--- src/rtl/bj_video_pkg.sv ---
// Shared video package: sprite-reader FSM states and default sprite-table geometry.
package bj_video_pkg;

    // Default sprite-table geometry shared with the per-line renderer
    localparam int ADDR_WIDTH_DEF      = 11;
    localparam int DATA_WIDTH_DEF      = 8;
    localparam int BYTES_PER_ENTRY_DEF = 4;
    localparam int NUM_ENTRIES_DEF     = 24;
    localparam int INDEX_WIDTH         = 5;

    // Sprite attribute reader FSM states
    typedef enum logic [2:0] {
        IDLE    = 3'd0,
        ISSUE   = 3'd1,
        DRAIN   = 3'd2,
        PRESENT = 3'd3,
        FIN     = 3'd4
    } state_e;

endpackage

--- src/rtl/sprite_attr_reader.sv ---
// Sprite attribute reader: walks a sprite table through a 1-cycle-latency RAM
// read port, assembles each multi-byte entry and hands it downstream.
// Optional feature macro SPRITE_SKIP_EMPTY_EN: entries whose byte 0 is zero
// are dropped after capture and never presented.
//
// Output handshake: an entry transfers on a rising edge where out_valid and
// out_ready are both high. Once out_valid rises, out_data and out_index hold
// until that transfer; out_valid never drops without a transfer (except reset).
module sprite_attr_reader
    import bj_video_pkg::*;
#(
    parameter int addr_width_g      = ADDR_WIDTH_DEF,
    parameter int data_width_g      = DATA_WIDTH_DEF,
    parameter int bytes_per_entry_g = BYTES_PER_ENTRY_DEF,
    parameter int num_entries_g     = NUM_ENTRIES_DEF
) (
    input  logic                                      clock,
    input  logic                                      reset,
    input  logic                                      start,
    input  logic [addr_width_g-1:0]                   base_addr,
    output logic                                      ram_enable,
    output logic [addr_width_g-1:0]                   ram_addr,
    input  logic [data_width_g-1:0]                   ram_q,
    output logic                                      out_valid,
    input  logic                                      out_ready,
    output logic [bytes_per_entry_g*data_width_g-1:0] out_data,
    output logic [INDEX_WIDTH-1:0]                    out_index,
    output logic                                      busy,
    output logic                                      done,
    output logic [2:0]                                state_dbg
);

    localparam int LANE_W = $clog2(bytes_per_entry_g);
    localparam logic [LANE_W-1:0]      LAST_LANE  = LANE_W'(bytes_per_entry_g - 1);
    localparam logic [INDEX_WIDTH-1:0] LAST_ENTRY = INDEX_WIDTH'(num_entries_g - 1);

    state_e                                    state_q;
    logic                                      ram_enable_q;
    logic [addr_width_g-1:0]                   ram_addr_q;
    logic [LANE_W-1:0]                         lane_q;
    logic                                      cap_valid_q;
    logic [LANE_W-1:0]                         cap_lane_q;
    logic [bytes_per_entry_g*data_width_g-1:0] entry_q;
    logic [INDEX_WIDTH-1:0]                    cnt_q;
    logic                                      out_valid_q;
    logic                                      busy_q;
    logic                                      done_q;

    // One process owns address issue, the capture pipeline one cycle behind it,
    // and the output handshake; ram_addr simply keeps counting between entries.
    always_ff @(posedge clock) begin
        if (reset) begin
            state_q      <= IDLE;
            ram_enable_q <= 1'b0;
            ram_addr_q   <= '0;
            lane_q       <= '0;
            cap_valid_q  <= 1'b0;
            cap_lane_q   <= '0;
            entry_q      <= '0;
            cnt_q        <= '0;
            out_valid_q  <= 1'b0;
            busy_q       <= 1'b0;
            done_q       <= 1'b0;
        end else begin
            // Read data appears one cycle after its enable; land it in its lane
            cap_valid_q <= ram_enable_q;
            cap_lane_q  <= lane_q;
            if (cap_valid_q) begin
                entry_q[int'(cap_lane_q)*data_width_g +: data_width_g] <= ram_q;
            end
            done_q <= 1'b0;

            case (state_q)
                IDLE: begin
                    if (start) begin
                        state_q      <= ISSUE;
                        ram_enable_q <= 1'b1;
                        ram_addr_q   <= base_addr;
                        lane_q       <= '0;
                        cnt_q        <= '0;
                        busy_q       <= 1'b1;
                    end
                end
                ISSUE: begin
                    if (lane_q == LAST_LANE) begin
                        ram_enable_q <= 1'b0;
                        state_q      <= DRAIN;
                    end else begin
                        lane_q     <= lane_q + 1'b1;
                        ram_addr_q <= ram_addr_q + 1'b1;
                    end
                end
                DRAIN: begin
`ifdef SPRITE_SKIP_EMPTY_EN
                    // Byte 0 is already captured here; an empty slot is dropped
                    if (entry_q[data_width_g-1:0] == '0) begin
                        if (cnt_q == LAST_ENTRY) begin
                            state_q <= FIN;
                            done_q  <= 1'b1;
                        end else begin
                            cnt_q        <= cnt_q + 1'b1;
                            state_q      <= ISSUE;
                            ram_enable_q <= 1'b1;
                            ram_addr_q   <= ram_addr_q + 1'b1;
                            lane_q       <= '0;
                        end
                    end else begin
                        state_q     <= PRESENT;
                        out_valid_q <= 1'b1;
                    end
`else
                    state_q     <= PRESENT;
                    out_valid_q <= 1'b1;
`endif
                end
                PRESENT: begin
                    if (out_ready) begin
                        out_valid_q <= 1'b0;
                        if (cnt_q == LAST_ENTRY) begin
                            state_q <= FIN;
                            done_q  <= 1'b1;
                        end else begin
                            cnt_q        <= cnt_q + 1'b1;
                            state_q      <= ISSUE;
                            ram_enable_q <= 1'b1;
                            ram_addr_q   <= ram_addr_q + 1'b1;
                            lane_q       <= '0;
                        end
                    end
                end
                FIN: begin
                    state_q <= IDLE;
                    busy_q  <= 1'b0;
                end
                default: begin
                    state_q <= IDLE;
                end
            endcase
        end
    end

    assign ram_enable = ram_enable_q;
    assign ram_addr   = ram_addr_q;
    assign out_valid  = out_valid_q;
    assign out_data   = entry_q;
    assign out_index  = cnt_q;
    assign busy       = busy_q;
    assign done       = done_q;
    assign state_dbg  = state_q;

endmodule

--- config.mk ---
export PLATFORM = sky130hd
export DESIGN_NAME = sprite_attr_reader
export DESIGN_NICKNAME = d
export VERILOG_FILES = /design/src/rtl/bj_video_pkg.sv /design/src/rtl/sprite_attr_reader.sv
export SDC_FILE = /design/constraint.sdc
export NUM_CORES = 1
export LEC_CHECK = 0
export CAP_MARGIN = 25
export CORE_MARGIN = 1
export CORE_UTILIZATION = 31
export DETAILED_ROUTE_END_ITERATION = 10
export PLACE_DENSITY = 0.59
export SKIP_CTS_REPAIR_TIMING = 1
export SKIP_LAST_GASP = 1
export SLEW_MARGIN = 10
export SYNTH_ARGS = -nofsm -noshare
export SYNTH_HDL_FRONTEND = slang
export SYNTH_SLANG_ARGS = --single-unit
export TNS_END_PERCENT = 1
--- constraint.sdc ---
create_clock -name clock -period 1.9 [get_ports clock]
set_input_delay 0.285 -clock clock [delete_from_list [all_inputs] [get_ports clock]]
set_output_delay 0.285 -clock clock [all_outputs]
set_load 0.01 [all_outputs]
## Word-level counts from Yosys, hierarchy flattened

Cells that the tools add are included.

- Bits in registers: 60
- Bits of input ports: 23
- Output and inout port bits: 55
- Word-level logic and storage cells: 71

- Add/subtract/negate cells: 4
- Equal/unequal tests: 11
- Shift operators: 2
- Mux-type cells: 29
- Bitwise operators: 2
- Reduce and logical (&&, ||, !) cells: 12

Operators by type and width:

| cell | number |
|---|---|
| $mux W11 | 4 |
| $neg A5 Y33 | 1 |
| $pmux W11 S3 | 1 |
| $shift A8 B33 Y32 const A | 1 |
| $shiftx A8 B33 Y32 | 1 |
| $bwmux W32 | 1 |
| $mux W5 | 3 |
| $mux W3 | 4 |
| $pmux W3 S4 | 1 |
| $add A11 B1 Y11 const B | 1 |
| $ne A2 B2 Y1 const B | 5 |
| $pmux W5 S2 | 1 |
| $reduce_and A5 Y1 | 2 |
| $mux W2 | 4 |
| $eq A3 B2 Y1 const B | 2 |
| $mux W1 | 6 |
| $pmux W2 S3 | 1 |
| $reduce_bool A2 Y1 | 3 |
| $add A5 B1 Y5 const B | 1 |
| $eq A5 B5 Y1 const B | 1 |
| $pmux W1 S2 | 2 |
| $reduce_and A2 Y1 | 2 |
| $reduce_and A4 Y1 | 1 |
| $eq A3 B1 Y1 const B | 1 |
| other kinds (9) | 10 |

## Depth between registers and ports, before layout

- Depth in word-level cells: 4
- Gate-level depth with buffers: 7
- Depth with buffers taken out: 6

## Worst setup path before layout

No wires, ideal clock.

- Kind: register -> register
- From: register cap_lane_q[0]
- To: register entry_q[0], in the netlist out_data[0]
- Library setup time: 0.066 ns
- Arrival: 1.620 ns
- Data required time: 1.834 ns
- Setup slack: 0.213 ns
- Cell stages (with the launch flop): 6
- Path buffers: 0
- Period minus slack after synthesis: 1.687 ns
- Path through: dfxtp_1 > inv_1 > ha_1 > nor4b_2 > a22oi_1 > nor2_1

- Cells in the longest elaborated chain, start to end: 3
- Elaborated cells between the ends (all ways): 4
- Classes of those cells: add/sub: 1; shift: 2; mux: 1

RTL lines:

| item | RTL line | RTL |
|---|---|---|
| start: declaration | sprite_attr_reader.sv:42 | `logic [LANE_W-1:0] cap_lane_q;` |
| start signal: assignment | sprite_attr_reader.sv:67 | `cap_lane_q <= lane_q;` |
| $neg A5 Y33 (*) | sprite_attr_reader.sv:69 | `entry_q[int'(cap_lane_q)*data_width_g +: data_width_g] <= ram_q;` |
| $shiftx A8 B33 Y32 or $shift A8 B33 Y32 (tied branches) | sprite_attr_reader.sv:69 |  |
| $bwmux W32 (*) | sprite_attr_reader.sv:69 |  |
| end signal: indexed assignment | sprite_attr_reader.sv:69 |  |
| end: declaration | sprite_attr_reader.sv:43 | `logic [bytes_per_entry_g*data_width_g-1:0] entry_q;` |

Mark *: on every way between the ends. The rest lies on a longest branch, timed or not.
A chain may end at the register's enable or synchronous reset.

## Worst setup path in the final report

- From: register cap_lane_q[0]
- To: register entry_q[11], in the netlist out_data[11]

The elaborated chain is that of the path after synthesis.

==> reports/metrics.csv <==
metric,value,unit
outcome,completed,
"final std cell area, no fill",0.00385,mm²
via count of the first global-routing pass,2432,
Max-Cap Viols,0,
final routed wirelength across all metal layers,7.39,mm
count of flip-flops with a built-in enable after synthesis,0,
RePlAce Congestion,0.796,
Top Family by Delay on Critical Path,simple AND/OR/NAND/NOR gates,
post-route DRC violation count,0,
most frequently used flop master after synthesis,sky130_fd_sc_hd__dfxtp_1,
height of the die,94.0,µm
overall overflow remaining after global route,0,
Synthesis Warnings,0,
TritonCTS clock tree,built,
endpoint class of the critical path,flop,
CTS Sinks,60,
post-synthesis sequential area ratio,0.457,
number of flip-flops and latches in the synthesized netlist,60,
fin worst setup slack,0.122,ns
count of endpoints failing hold in the final timing report,0,
crit share post-route,0.936,
total nets after synthesis,317,
area of the core region,0.00822,mm²
register cell area after layout,0.00120,mm²
violation count after the first detailed-route iteration,115,
CP Cell Sequence,"inv_1, ha_1, nor4b_2, a22oi_1, nor2_1",
min-delay worst type,input pin to flop,
worst-skew pair later-pin latency,0.33,ns
wire length of the first global-routing pass,12.0,mm
filler cell count in the final layout,804,
post-layout min period,1.78,ns
"Async S/R FF share, synth",0,
power density over cell area,768,mW/mm²
DR vias,2640,
count of input and output buffers,77,
clock transition at the registers of the reported paths,0.07,ns
"most common cell after layout, fill and taps aside",sky130_fd_sc_hd__clkdlybuf4s50_1,
crit path max-delay cell type,sky130_fd_sc_hd__nor4b_2,
cts bufs inserted,9,
final setup violating endpoints,0,
DP Area,0.00362,mm²
initial standard-cell utilization of the core,0.320,
number of antenna violations at the first check in global routing,0,
Worst EP arrival,2.04,ns
maximum clock frequency,562,MHz
pin count of the biggest net entering global routing,30,
critical path data required time,2.16,ns
multi-input gate area in the final layout,0.00132,mm²
First-pass DRT Iterations,4,
number of buffers and inverters on the critical path,1,
critical-path maximum fanout,8,
standby leakage power,1.38,nW
num ports,78,
signed area change from the synthesized netlist to the final layout,46.5,%
"Avg Cell Area, Syn",9.18,µm²
count of antenna diodes in the layout,0,
RSZ-0062 raised after global routing,yes,
worst relative slew slack,0.517,
DRT antenna net count,0,
final HPWL from detailed placement,5.21,mm
pin slew with the least headroom to its limit,0.723,ns
Syn Std Cell Area,0.00263,mm²
maximum ir drop on the vdd rail,0.000377,V
vias per inst,5.37,
number of placement rows,33,
clk_skew,0.0112,ns
"leading cell types in the layout, fill and taps excluded","sky130_fd_sc_hd__clkdlybuf4s50_1 (76), sky130_fd_sc_hd__dfxtp_1 (60), sky130_fd_sc_hd__nor2_1 (41), sky130_fd_sc_hd__a22oi_1 (33), sky130_fd_sc_hd__buf_4 (24)",
mean routed wirelength per cell,15.0,µm
worst-case clock buffer depth,2,
setup slack at placement,-0.194,ns
cell at the root of the clock tree,sky130_fd_sc_hd__clkbuf_8,
global-route usage over all layers,0.175,
largest stage delay on the critical path,0.70,ns
number of pins with negative max-slew slack in the final report,0,
width of the die,94.0,µm
share of final-layout standard cells stronger than drive strength 1,0.127,
nets,413,
sort of element at the start of the critical path,flop,
distinct cell type count of the synthesized netlist,49,
Crit Path Category,flop to flop,
# H-tree levels,3,
total die area,0.00884,mm²
number of standard cells after synthesis,286,
[synthesized netlist by cell type, drive strengths merged, types with 2 or more instances]
master | instances | area, µm²
a22oi | 33 | 248
and3 | 2 | 12.5
dfxtp | 60 | 1200
nand2b | 2 | 12.5
and4 | 2 | 17.5
nor2b | 4 | 25.0
nor4b | 3 | 45.0
o311ai | 5 | 43.8
clkbuf | 5 | 18.8
or3 | 2 | 12.5
a32oi | 2 | 17.5
ha | 8 | 100
nand3b | 2 | 15.0
a311oi | 4 | 35.0
o31ai | 5 | 37.5
a41oi | 2 | 17.5
a211oi | 3 | 22.5
inv | 4 | 15.0
a21oi | 20 | 100
nand3 | 9 | 45.0
o32ai | 3 | 26.3
nor3 | 7 | 35.0
nor4 | 5 | 37.5
nor2 | 41 | 154
nand4 | 3 | 18.8
nand2 | 14 | 55.1
nor3b | 2 | 20.0
buf | 12 | 82.6
a31oi | 2 | 12.5
o21ai | 7 | 35.0
[state kept, by name, indices dropped and copies added, names as in the netlist]
register,count
out_data,32
ram_addr,11
out_index,5
state_dbg,3
cap_lane_q,2
lane_q,2
busy,1
cap_valid_q,1
done,1
out_valid,1
ram_enable,1
[where the power goes]
| group | internal (mW) | leakage (nW) | switching [mW] | total, mW |
|---|---|---|---|---|
| Combinational | 0.181 | 0.779 | 0.174 | 0.356 |
| Clock | 0.768 | 0.113 | 0.498 | 1.27 |
| Sequential | 1.30 | 0.487 | 0.0382 | 1.33 |
[cell type report]
cell class              count  share of cell area
repair buffers            102               0.251
clock buffers              11              0.0367
flip-flops and latches     60               0.312
inverters                   4             0.00390
well taps                 105              0.0341
multi-input cells         205               0.342
clock inverters             5              0.0195
[through the flow]
stage,power (mW),util,cells,hold slack (ns),setup TNS (ns)
after floorplan,1.53,-,286,0.433,0
after global placement,1.72,0.441,476,0.471,-1.10
after detailed placement,1.72,0.441,476,0.476,-1.63
after CTS,2.99,0.467,492,0.342,0
after global routing,3.08,0.468,492,0.358,-0.0923
final,2.96,0.468,492,0.349,0
[worst paths after layout]
kind                                    start       endpoint  slack [ns]  cells past startpoint
worst min-delay path                    reset   out_data[20]        0.35                      2
worst max register to register  cap_lane_q[0]   out_data[11]        0.12                      5
worst max-delay path            cap_lane_q[0]   out_data[11]        0.12                      5
worst min register to register      lane_q[0]  cap_lane_q[0]        0.48                      1
[per-layer routing]
metal	wire length (µm)	part of all wire	vias up	track usage
li1	-	-	1276	-
met1	3470	0.47	1262	0.229
met2	3370	0.46	92	0.275
met3	450	0.061	10	0.0364
met4	100	0.014	0	0.0782
met5	0	0	-	0
[cell families after synthesis]
family,share of synthesized area
simple gates,0.205
mux,0.00381
buf+inv,0.0443
compound gates,0.252
flops,0.457
fa+ha+maj,0.0381
No activity file was read; power rests on OpenSTA's default activity.
